==> src/rtl/pawc_wb_pkg.sv <==
// rtl/pawc_wb_pkg.sv - shared types and helpers for the Wishbone window bridge
// Contents: bridge FSM state enum, MAX_WIN window limit, window-index width helper.
package pawc_wb_pkg;

    typedef enum logic [1:0] {
        ST_IDLE = 2'd0,
        ST_REQ  = 2'd1,
        ST_WAIT = 2'd2,
        ST_RESP = 2'd3
    } state_t;

    localparam int MAX_WIN = 8;

    // Width of a window index; never below 1 so a single-window build still has a port.
    function automatic int win_idx_width(input int n);
        int m;
        m = (n > MAX_WIN) ? MAX_WIN : n;
        return (m <= 2) ? 1 : $clog2(m);
    endfunction

endpackage

==> src/rtl/wb_window_bridge_if.sv <==
// rtl/wb_window_bridge_if.sv - bus bundle between interconnect, bridge and window targets
// Signals: classic slave side s_wb_* (from interconnect), pipelined master side m_wb_*
// (N_WIN per-window cyc/stb/ack/stall, shared we/adr/dat/sel, packed per-window read data).
// Modports: slave = the bridge's view; master = the surrounding SoC / environment view.
interface wb_window_bridge_if #(
    parameter int N_WIN = 2,
    parameter int AW    = 32,
    parameter int DW    = 32
) ();

    logic                  s_wb_cyc;
    logic                  s_wb_stb;
    logic                  s_wb_we;
    logic [AW-1:0]         s_wb_adr;
    logic [DW-1:0]         s_wb_dat_i;
    logic [DW/8-1:0]       s_wb_sel;
    logic [DW-1:0]         s_wb_dat_o;
    logic                  s_wb_ack;
    logic                  s_wb_err;

    logic [N_WIN-1:0]      m_wb_cyc;
    logic [N_WIN-1:0]      m_wb_stb;
    logic                  m_wb_we;
    logic [AW-1:0]         m_wb_adr;
    logic [DW-1:0]         m_wb_dat_o;
    logic [DW/8-1:0]       m_wb_sel;
    logic [N_WIN-1:0]      m_wb_ack;
    logic [N_WIN-1:0]      m_wb_stall;
    logic [N_WIN*DW-1:0]   m_wb_dat_i;

    modport slave (
        input  s_wb_cyc, s_wb_stb, s_wb_we, s_wb_adr, s_wb_dat_i, s_wb_sel,
        output s_wb_dat_o, s_wb_ack, s_wb_err,
        output m_wb_cyc, m_wb_stb, m_wb_we, m_wb_adr, m_wb_dat_o, m_wb_sel,
        input  m_wb_ack, m_wb_stall, m_wb_dat_i
    );

    modport master (
        output s_wb_cyc, s_wb_stb, s_wb_we, s_wb_adr, s_wb_dat_i, s_wb_sel,
        input  s_wb_dat_o, s_wb_ack, s_wb_err,
        input  m_wb_cyc, m_wb_stb, m_wb_we, m_wb_adr, m_wb_dat_o, m_wb_sel,
        output m_wb_ack, m_wb_stall, m_wb_dat_i
    );

endinterface

==> src/rtl/wb_win_decode.sv <==
// rtl/wb_win_decode.sv - combinational address-window decoder with rebase
// Ports: adr (in, AW) byte address; hit (out) some window matched;
// index (out, IW) matching window, lowest index on overlap; rebased (out, AW) adr - base.
module wb_win_decode
    import pawc_wb_pkg::*;
#(
    parameter int                  N_WIN    = 2,
    parameter int                  AW       = 32,
    parameter int                  IW       = 1,
    parameter logic [N_WIN*AW-1:0] WIN_BASE = {32'h0001_0000, 32'h0000_1000},
    parameter logic [N_WIN*AW-1:0] WIN_SIZE = {32'h0001_0000, 32'h0000_1000}
) (
    input  logic [AW-1:0] adr,
    output logic          hit,
    output logic [IW-1:0] index,
    output logic [AW-1:0] rebased
);

    logic [AW-1:0] base;
    logic [AW-1:0] size;

    // Scan from the top index down so the lowest matching window is the last writer.
    always_comb begin
        hit     = 1'b0;
        index   = '0;
        rebased = '0;
        base    = '0;
        size    = '0;
        for (int i = N_WIN - 1; i >= 0; i--) begin
            base = WIN_BASE[i*AW +: AW];
            size = WIN_SIZE[i*AW +: AW];
            if ((adr & ~(size - AW'(1))) == base) begin
                hit     = 1'b1;
                index   = IW'(i);
                rebased = adr - base;
            end
        end
    end

endmodule

==> src/rtl/wb_window_bridge.sv <==
// rtl/wb_window_bridge.sv - classic Wishbone slave to N_WIN pipelined masters, windowed
// Ports: wb_clk (in) clock; wb_rst (in) async active-high reset;
// bus (wb_window_bridge_if.slave) slave request/response and per-window master bus.
// Optional macro WB_BRIDGE_TIMEOUT_EN adds the TIMEOUT_CYC bus watchdog.
module wb_window_bridge
    import pawc_wb_pkg::*;
#(
    parameter int                  N_WIN    = 2,
    parameter int                  AW       = 32,
    parameter int                  DW       = 32,
    parameter logic [N_WIN*AW-1:0] WIN_BASE = {32'h0001_0000, 32'h0000_1000},
    parameter logic [N_WIN*AW-1:0] WIN_SIZE = {32'h0001_0000, 32'h0000_1000}
`ifdef WB_BRIDGE_TIMEOUT_EN
    ,
    parameter int                  TIMEOUT_CYC = 255
`endif
) (
    input  logic                  wb_clk,
    input  logic                  wb_rst,
    wb_window_bridge_if.slave     bus
);

    localparam int IW = win_idx_width(N_WIN);

    state_t            state;
    logic [IW-1:0]     sel_idx;
    logic [N_WIN-1:0]  m_cyc_q;
    logic [N_WIN-1:0]  m_stb_q;
    logic              m_we_q;
    logic [AW-1:0]     m_adr_q;
    logic [DW-1:0]     m_dat_q;
    logic [DW/8-1:0]   m_sel_q;
    logic [DW-1:0]     s_dat_q;
    logic              s_ack_q;
    logic              s_err_q;

    logic              dec_hit;
    logic [IW-1:0]     dec_index;
    logic [AW-1:0]     dec_adr;

    logic [N_WIN-1:0]  sel_oh;
    logic              sel_ack;
    logic              sel_stall;
    logic [DW-1:0]     sel_rdata;
    logic              accepted;
    logic              tmo_hit;

    function automatic logic [N_WIN-1:0] onehot(input logic [IW-1:0] idx);
        return N_WIN'(1) << idx;
    endfunction

    wb_win_decode #(
        .N_WIN    (N_WIN),
        .AW       (AW),
        .IW       (IW),
        .WIN_BASE (WIN_BASE),
        .WIN_SIZE (WIN_SIZE)
    ) u_decode (
        .adr     (bus.s_wb_adr),
        .hit     (dec_hit),
        .index   (dec_index),
        .rebased (dec_adr)
    );

    // Selected-window views of the per-window inputs; masking avoids out-of-range indexing.
    always_comb begin
        sel_oh    = onehot(sel_idx);
        sel_ack   = |(bus.m_wb_ack & sel_oh);
        sel_stall = |(bus.m_wb_stall & sel_oh);
        sel_rdata = '0;
        for (int i = 0; i < N_WIN; i++) begin
            if (sel_oh[i]) begin
                sel_rdata = bus.m_wb_dat_i[i*DW +: DW];
            end
        end
    end

    // In REQ an ack only counts on the cycle the strobe is actually taken (stall low).
    assign accepted = (state == ST_REQ) ? !sel_stall : 1'b1;

`ifdef WB_BRIDGE_TIMEOUT_EN
    localparam int CW = $clog2(TIMEOUT_CYC + 1);
    logic [CW-1:0] tmo_cnt;
    assign tmo_hit = (tmo_cnt == CW'(TIMEOUT_CYC - 1));
`else
    assign tmo_hit = 1'b0;
`endif

    always_ff @(posedge wb_clk or posedge wb_rst) begin
        if (wb_rst) begin
            state   <= ST_IDLE;
            sel_idx <= '0;
            m_cyc_q <= '0;
            m_stb_q <= '0;
            m_we_q  <= 1'b0;
            m_adr_q <= '0;
            m_dat_q <= '0;
            m_sel_q <= '0;
            s_dat_q <= '0;
            s_ack_q <= 1'b0;
            s_err_q <= 1'b0;
`ifdef WB_BRIDGE_TIMEOUT_EN
            tmo_cnt <= '0;
`endif
        end else begin
            case (state)
                ST_IDLE: begin
                    s_ack_q <= 1'b0;
                    s_err_q <= 1'b0;
                    s_dat_q <= '0;
                    if (bus.s_wb_cyc && bus.s_wb_stb) begin
                        sel_idx <= dec_index;
                        m_we_q  <= bus.s_wb_we;
                        m_adr_q <= dec_adr;
                        m_dat_q <= bus.s_wb_dat_i;
                        m_sel_q <= bus.s_wb_sel;
                        if (dec_hit) begin
                            m_cyc_q <= onehot(dec_index);
                            m_stb_q <= onehot(dec_index);
                            state   <= ST_REQ;
`ifdef WB_BRIDGE_TIMEOUT_EN
                            tmo_cnt <= '0;
`endif
                        end else begin
                            s_err_q <= 1'b1;
                            state   <= ST_RESP;
                        end
                    end
                end

                ST_REQ, ST_WAIT: begin
`ifdef WB_BRIDGE_TIMEOUT_EN
                    tmo_cnt <= tmo_cnt + CW'(1);
`endif
                    if (!bus.s_wb_cyc) begin
                        // Upstream gave up: release the target silently.
                        m_cyc_q <= '0;
                        m_stb_q <= '0;
                        state   <= ST_IDLE;
                    end else if (accepted && sel_ack) begin
                        m_cyc_q <= '0;
                        m_stb_q <= '0;
                        s_ack_q <= 1'b1;
                        s_dat_q <= m_we_q ? '0 : sel_rdata;
                        state   <= ST_RESP;
                    end else if (tmo_hit) begin
                        m_cyc_q <= '0;
                        m_stb_q <= '0;
                        s_err_q <= 1'b1;
                        state   <= ST_RESP;
                    end else if (state == ST_REQ && !sel_stall) begin
                        m_stb_q <= '0;
                        state   <= ST_WAIT;
                    end
                end

                ST_RESP: begin
                    s_ack_q <= 1'b0;
                    s_err_q <= 1'b0;
                    s_dat_q <= '0;
                    state   <= ST_IDLE;
                end

                default: begin
                    state <= ST_IDLE;
                end
            endcase
        end
    end

    assign bus.s_wb_dat_o = s_dat_q;
    assign bus.s_wb_ack   = s_ack_q;
    assign bus.s_wb_err   = s_err_q;
    assign bus.m_wb_cyc   = m_cyc_q;
    assign bus.m_wb_stb   = m_stb_q;
    assign bus.m_wb_we    = m_we_q;
    assign bus.m_wb_adr   = m_adr_q;
    assign bus.m_wb_dat_o = m_dat_q;
    assign bus.m_wb_sel   = m_sel_q;

endmodule

==> src/flat_wrapper.sv <==
// flat-port wrapper written by rule: the top's interface ports become plain ports
module wb_window_bridge_flat import pawc_wb_pkg::*;
#(
    parameter int                  N_WIN    = 2,
    parameter int                  AW       = 32,
    parameter int                  DW       = 32,
    parameter logic [N_WIN*AW-1:0] WIN_BASE = {32'h0001_0000, 32'h0000_1000},
    parameter logic [N_WIN*AW-1:0] WIN_SIZE = {32'h0001_0000, 32'h0000_1000}

)
  (wb_clk, wb_rst, bus_s_wb_cyc, bus_s_wb_stb, bus_s_wb_we, bus_s_wb_adr, bus_s_wb_dat_i, bus_s_wb_sel, bus_s_wb_dat_o, bus_s_wb_ack, bus_s_wb_err, bus_m_wb_cyc, bus_m_wb_stb, bus_m_wb_we, bus_m_wb_adr, bus_m_wb_dat_o, bus_m_wb_sel, bus_m_wb_ack, bus_m_wb_stall, bus_m_wb_dat_i);
  wb_window_bridge_if #(.N_WIN(N_WIN), .AW(AW), .DW(DW)) bus_i ();
  input  logic wb_clk;
  input  logic wb_rst;
  input wire logic [$bits(bus_i.s_wb_cyc)-1:0] bus_s_wb_cyc;
  input wire logic [$bits(bus_i.s_wb_stb)-1:0] bus_s_wb_stb;
  input wire logic [$bits(bus_i.s_wb_we)-1:0] bus_s_wb_we;
  input wire logic [$bits(bus_i.s_wb_adr)-1:0] bus_s_wb_adr;
  input wire logic [$bits(bus_i.s_wb_dat_i)-1:0] bus_s_wb_dat_i;
  input wire logic [$bits(bus_i.s_wb_sel)-1:0] bus_s_wb_sel;
  output wire logic [$bits(bus_i.s_wb_dat_o)-1:0] bus_s_wb_dat_o;
  output wire logic [$bits(bus_i.s_wb_ack)-1:0] bus_s_wb_ack;
  output wire logic [$bits(bus_i.s_wb_err)-1:0] bus_s_wb_err;
  output wire logic [$bits(bus_i.m_wb_cyc)-1:0] bus_m_wb_cyc;
  output wire logic [$bits(bus_i.m_wb_stb)-1:0] bus_m_wb_stb;
  output wire logic [$bits(bus_i.m_wb_we)-1:0] bus_m_wb_we;
  output wire logic [$bits(bus_i.m_wb_adr)-1:0] bus_m_wb_adr;
  output wire logic [$bits(bus_i.m_wb_dat_o)-1:0] bus_m_wb_dat_o;
  output wire logic [$bits(bus_i.m_wb_sel)-1:0] bus_m_wb_sel;
  input wire logic [$bits(bus_i.m_wb_ack)-1:0] bus_m_wb_ack;
  input wire logic [$bits(bus_i.m_wb_stall)-1:0] bus_m_wb_stall;
  input wire logic [$bits(bus_i.m_wb_dat_i)-1:0] bus_m_wb_dat_i;
  assign bus_i.s_wb_cyc = bus_s_wb_cyc;
  assign bus_i.s_wb_stb = bus_s_wb_stb;
  assign bus_i.s_wb_we = bus_s_wb_we;
  assign bus_i.s_wb_adr = bus_s_wb_adr;
  assign bus_i.s_wb_dat_i = bus_s_wb_dat_i;
  assign bus_i.s_wb_sel = bus_s_wb_sel;
  assign bus_s_wb_dat_o = bus_i.s_wb_dat_o;
  assign bus_s_wb_ack = bus_i.s_wb_ack;
  assign bus_s_wb_err = bus_i.s_wb_err;
  assign bus_m_wb_cyc = bus_i.m_wb_cyc;
  assign bus_m_wb_stb = bus_i.m_wb_stb;
  assign bus_m_wb_we = bus_i.m_wb_we;
  assign bus_m_wb_adr = bus_i.m_wb_adr;
  assign bus_m_wb_dat_o = bus_i.m_wb_dat_o;
  assign bus_m_wb_sel = bus_i.m_wb_sel;
  assign bus_i.m_wb_ack = bus_m_wb_ack;
  assign bus_i.m_wb_stall = bus_m_wb_stall;
  assign bus_i.m_wb_dat_i = bus_m_wb_dat_i;
  wb_window_bridge #(.N_WIN(N_WIN), .AW(AW), .DW(DW), .WIN_BASE(WIN_BASE), .WIN_SIZE(WIN_SIZE)) u_core (.wb_clk(wb_clk), .wb_rst(wb_rst), .bus(bus_i));
endmodule
==> config.mk <==
export PLATFORM = sky130hd
export DESIGN_NAME = wb_window_bridge_flat
export DESIGN_NICKNAME = d
export VERILOG_FILES = /design/src/rtl/pawc_wb_pkg.sv /design/src/rtl/wb_window_bridge_if.sv /design/src/rtl/wb_win_decode.sv /design/src/rtl/wb_window_bridge.sv /design/src/flat_wrapper.sv
export SDC_FILE = /design/constraint.sdc
export NUM_CORES = 1
export LEC_CHECK = 0
export BUFFER_PORTS_ARGS = -buffer_cell sky130_fd_sc_hd__clkbuf_2
export CAP_MARGIN = 20
export CORE_ASPECT_RATIO = 1.5
export CORE_UTILIZATION = 47
export DETAILED_ROUTE_END_ITERATION = 8
export PLACE_DENSITY = 0.79
export SKIP_CTS_REPAIR_TIMING = 1
export SLEW_MARGIN = 5
export SYNTH_ARGS = -nofsm -noshare
export SYNTH_HDL_FRONTEND = slang
export SYNTH_HIERARCHICAL = 1
export SYNTH_SLANG_ARGS = --single-unit
export TNS_END_PERCENT = 5
==> constraint.sdc <==
create_clock -name wb_clk -period 3.9 [get_ports wb_clk]
set_input_delay 0.39 -clock wb_clk [delete_from_list [all_inputs] [get_ports wb_clk]]
set_output_delay 0.39 -clock wb_clk [all_outputs]
set_load 0.02 [all_outputs]
After elaboration in Yosys (flattened, before gate mapping)
Index checks and enable logic that the tools add are counted.

Bits in registers: 110. Word-level logic and storage cells: 76.

$add $sub $neg: 2. Eq/ne operators: 11. Shift operators: 2. Multiplexer cells: 33. Bitwise gates (word level): 2. Reduce and logical (&&, ||, !) cells: 15.

Operators with widths (count): two-way mux 32 bit (7); one-hot mux 32 bit (2 select lines) (1); subtractor 32 x 13 -> 32 bit (second input constant) (1); subtractor 32 x 17 -> 32 bit (second input constant) (1); two-way mux 2 bit (12); == test 20 x 1 -> 1 bit (second input constant) (1); == test 16 x 1 -> 1 bit (second input constant) (1); two-way mux 1 bit (8); one-hot mux 2 bit (2 select lines) (2); AND reduction 4 bit (2); OR reduction 2 bit (4); inequality test 2 x 1 -> 1 bit (second input constant) (3); one-hot mux 2 bit (3 select lines) (1); AND reduction 2 bit (3); AND 2 bit (2); == test 2 bit (second input constant) (2); inequality test 4 x 2 -> 1 bit (second input constant) (1); one-hot mux 1 bit (2 select lines) (2); left shift 1 x 1 -> 2 bit (first input constant) (2); logical AND 1 bit (3); inequality test 3 x 2 -> 1 bit (second input constant) (1); == test 2 x 1 -> 1 bit (second input constant) (1); zero test 2 bit (1); inequality test 2 bit (second input constant) (1); 2 further kinds (2).

Longest topological paths before layout
Depth after elaboration: 9. Depth in mapped cells: 10. Depth with buffers taken out: 9.

Hierarchy
The synthesis kept the hierarchy.

Modules (own cells, without submodules): wb_window_bridge (instances 1, cells each 381, area each 4859.7 um^2, sequential area each 2752.6 um^2); wb_win_decode (instances 1, cells each 78, area each 538.0 um^2, sequential area each 0.0 um^2).

Worst setup path before layout
OpenSTA, ideal clock, no wires.

Path type: input to register. Start: input port bus_s_wb_adr[17]. End: register u_core.m_cyc_q[0] (netlist: u_core/bus.m_wb_cyc[0]). Setup time: 0.118 ns. Data arrival time: 1.905 ns. Data required time: 3.782 ns. Setup slack: 1.877 ns. Stages: 10. Buffers on the path: 1. Cells stage by stage: inv_1 -> ha_1 -> nor3b_1 -> a21oi_1 -> nor2_1 -> buf_2 -> nand4_1 -> o21ai_0 -> o21ai_0 -> a21o_1.

RTL lines: start: declaration (RTL line flat_wrapper.sv:18) `input wire logic [$bits(bus_i.s_wb_adr)-1:0] bus_s_wb_adr;`; == test 16 x 1 -> 1 bit (RTL line wb_win_decode.sv:32) `if ((adr & ~(size - AW'(1))) == base) begin`; two-way mux 1 bit (RTL line wb_win_decode.sv:32); two-way mux 1 bit (*) (RTL line wb_win_decode.sv:32); net u_core.dec_hit (RTL line wb_window_bridge.sv:37) `logic dec_hit;`; inequality test 2 x 1 -> 1 bit (no source line) (*); AND reduction 4 bit (no source line) (*); end signal: assignment (RTL line wb_window_bridge.sv:118) `m_cyc_q <= onehot(dec_index);`; end: declaration (RTL line wb_window_bridge.sv:27) `logic [N_WIN-1:0] m_cyc_q;`.

The timed path passes the listed nets; every way through them passes the cells marked *. The select of a mux whose other input is x is not followed. A chain may end at the register's enable or synchronous reset.

Worst setup path after layout
Start: register u_core.state[1]. End: register u_core.m_dat_q[0] (netlist: u_core/bus.m_wb_dat_o[0]).

Longest elaborated chain between the ends: 2.

Ends and longest elaborated chain: start: declaration (RTL line wb_window_bridge.sv:25) `state_t state;`; start signal: assignment (RTL line wb_window_bridge.sv:91) `state <= ST_IDLE;`; start signal: assignment (RTL line wb_window_bridge.sv:120) `state <= ST_REQ;`; start signal: assignment (RTL line wb_window_bridge.sv:126) `state <= ST_RESP;`; zero test 2 bit (RTL line wb_window_bridge.sv:106) `case (state)`; AND reduction 2 bit (no source line); end signal: assignment (RTL line wb_window_bridge.sv:115) `m_dat_q <= bus.s_wb_dat_i;`; end: declaration (RTL line wb_window_bridge.sv:31) `logic [DW-1:0] m_dat_q;`.

Every way passes these cells.

==> qor.yml <==
crit_slowest_cell: "nand3_4"
startpoint: "u_core/state[1]"
syn2layout_area_growth_pct: 29.67
yosysSeqAreaShare_pct: 51.00
ant_nets: 0
p_clk_share_pct: 22.5
power_frac_seq_pct: 40.3
hold_path.class: "in2async"
r2r-start: "u_core/state[1]"
clock_latency_ns: 0.34
crit_family: "simple AND/OR/NAND/NOR gates"
yosys_register_bits: 110
overflow: 0
rsz0062_at_grt: "false"
synth_edf_count: 0
swShare_pct: 38.59
gp_congestion: 0.9490
placementRows: 47
drtIter0Drc: 127
synthCells: 459
p_int_uw: 2479
clk_pin_slew_ns: 0.08
ys_async_sr_fraction_pct: 100.0
cp.required_ns: 4.12
dp.cells: 823
io_buffers: 247
die-area_um2: 11930
antenna_found_initial: 0
cts_tree: "done"
core_area_um2: 11110
num_vias: 4568
multi_input_area_um2: 2436
crit_chain: "inv_1 > ha_1 > nand3_4 > mux2_2"
relSlewSlack_pct: 34.48
fill_cells: 912
yosysUniqueCellTypes: 44
setup_viol: 0
die_w_um: 89.50
rrSetupSlack_ns: 1.63
p_comb_share_pct: 37.2
cpPeakStageDelay_ns: 0.71
worstPathMaxFanout: 70
worstPathArrival_ns: 2.48
dr_wl_met2_um: 7216
yosys_warnings: 6
final_util_pct: 62.97
routedWlPerCell_um: 16.04
cp-endpoint: "u_core/bus.m_wb_dat_o[0]"
avgSynthCellArea_um2: 11.76
grt_pass1_wl_um: 20990
synth.top_cell.area_share_pct: 51.00
synth.area.top_cells: "dfrtp_1 51%, mux2_2 15%, mux2i_1 6.5%, or4_1 4.6%, a21oi_1 3.6%"
routed_wl_um: 13460
viasPerCell: 5.445
r2r_cells: 4
finalNetCount: 835
highest_layer: "met4"
grt_use_total_pct: 22.69
critPathBufInv: 1
drc_errors: 0
hpwl_um: 10070
ir_drop_mv: 0.4624
cts.sinks: 110
synthesis.area_um2: 5398
hold_violations: 0
fin_crit_sh_pct: 58.15
status: "complete, no violations"
ctsRootBufferMaster: "clkbuf_16"
final_cells: 839
worstMarginPinSlew_ns: 0.9827
cp.depth: 4
worstSetupPathType: "reg2reg"
htreeDepth: 3
startpoint_type: "register"
drive_above_1_share_pct: 51.01
maxSlewViolCount: 0
dieHeight_um: 133.3
routedLengthMet1_um: 5005
grt_pass1_vias: 4465
synth_area_leader_cell: "dfrtp_1"
fmax_ghz: 0.4409
cts_made_buffers: 9
diodes: 0
grt_max_degree: 71
yosysMostFrequentCell: "dfrtp_1"
finalSetupTns_ns: 0
crit_path_end_kind: "register"
clk_path_buf_depth: 2
power_leakage_uw: 0.003483
seqCellArea_um2: 2754
powerDensity_nw_per_um2: 576.7
finClkSkew_ns: 0.01095
start_util_pct: 48.56
ios: 248
fin_crit_ns: 2.268
synth_fp_nets: 607
detail_route.first_pass.iterations: 4
rr_endpoint: "u_core/bus.m_wb_dat_o[0]"
cap_viol_max_count: 0
p_sw_uw: 1558
synth_ff_type: "dfrtp_1"
synth_common_cells: "110 x dfrtp_1, 71 x mux2_2, 39 x a21oi_1"
wl_met3_um: 900
-- cell families after synthesis --
group / after synthesis / share of synthesized area (%)
buffers and inverters: 46 / 4.103
adder cells (fa/ha/maj): 7 / 1.623
multiplexers: 106 / 21.30
AND/OR/NAND/NOR: 92 / 11.54
flip-flops: 110 / 51.00
AO/OA/AOI/OAI: 98 / 10.43
-- placed cells by master (no fill, tap or decap), drive strengths merged, types with 2 or more instances in the layout --
cell type / count
dfrtp: 110
o31ai: 2
inv: 12
mux2: 71
clkbuf: 257
ha: 7
mux2i: 35
nor2: 6
a21oi: 40
nor4: 3
nor3: 4
or4: 33
nor3b: 11
buf: 7
nand2: 11
a21o: 5
clkinv: 2
and2: 14
a211oi: 7
nand3: 4
o21ai: 36
-- stage by stage --
stage	cell area (µm²)	setup slack (ns)	hold slack, ns	total power, µW
floorplan	5398	0.6077	0.4894	2620
global placement	6699	1.668	0.4099	3102
detailed placement	6699	1.562	0.4257	3165
CTS	6999	1.626	0.04851	4079
global route	6999	1.460	0.06045	4259
finish	6999	1.632	0.04060	4037
-- power by group through the flow --
stage	clock (µW)	combinational (µW)	sequential, µW
after floorplan	0	664	1960
after global placement	0	1470	1630
after detailed placement	0	1510	1650
after CTS	936	1520	1630
after global routing	978	1620	1660
final	908	1500	1630
-- area by class of cell --
type,count,area share (%)
sequential,110,39.35
multi-input combinational,303,34.81
timing repair buffer,254,18.41
clock buffer,10,3.414
tap,147,2.628
clock inverter,6,0.8759
inverter,9,0.5184
-- worst min-delay path by stage --
| stage | from | slack [ns] | endpoint | cells past startpoint |
|---|---|---|---|---|
| detailed placement | wb_rst | 0.43 | u_core/bus.m_wb_dat_o[15] | 2 |
| CTS | wb_rst | 0.05 | u_core/bus.m_wb_dat_o[15] | 2 |
| floorplan | u_core/state[1] | 0.49 | u_core/state[1] | 1 |
| finish | wb_rst | 0.04 | u_core/bus.m_wb_dat_o[3] | 2 |
| global route | wb_rst | 0.06 | u_core/bus.m_wb_dat_o[15] | 2 |
| global placement | wb_rst | 0.41 | u_core/bus.m_wb_dat_o[15] | 2 |
-- sequential cells by signal, summed over array words and instances (netlist names) --
| name | count |
|---|---|
| u_core/bus.m_wb_adr | 32 |
| u_core/bus.m_wb_dat_o | 32 |
| u_core/bus.s_wb_dat_o | 32 |
| u_core/bus.m_wb_sel | 4 |
| u_core/bus.m_wb_cyc | 2 |
| u_core/bus.m_wb_stb | 2 |
| u_core/state | 2 |
| u_core/bus.m_wb_we | 1 |
| u_core/bus.s_wb_ack | 1 |
| u_core/bus.s_wb_err | 1 |
| u_core/sel_idx | 1 |
-- worst reg2reg max path: cells and delay by family (launching register included) --
kind,cells,cell delay [ns]
mux,1,0.67
simple gates,1,0.71
buf+inv,1,0.09
flops,1,0.40
fa+ha+maj,1,0.28
-- layer usage --
metal,GRT usage (%),vias up
met2,41.98,207
li1,-,2138
met3,4.833,26
met1,24.57,2197
met4,8.377,0
met5,0,-
Power figures use the tool's default switching activity.
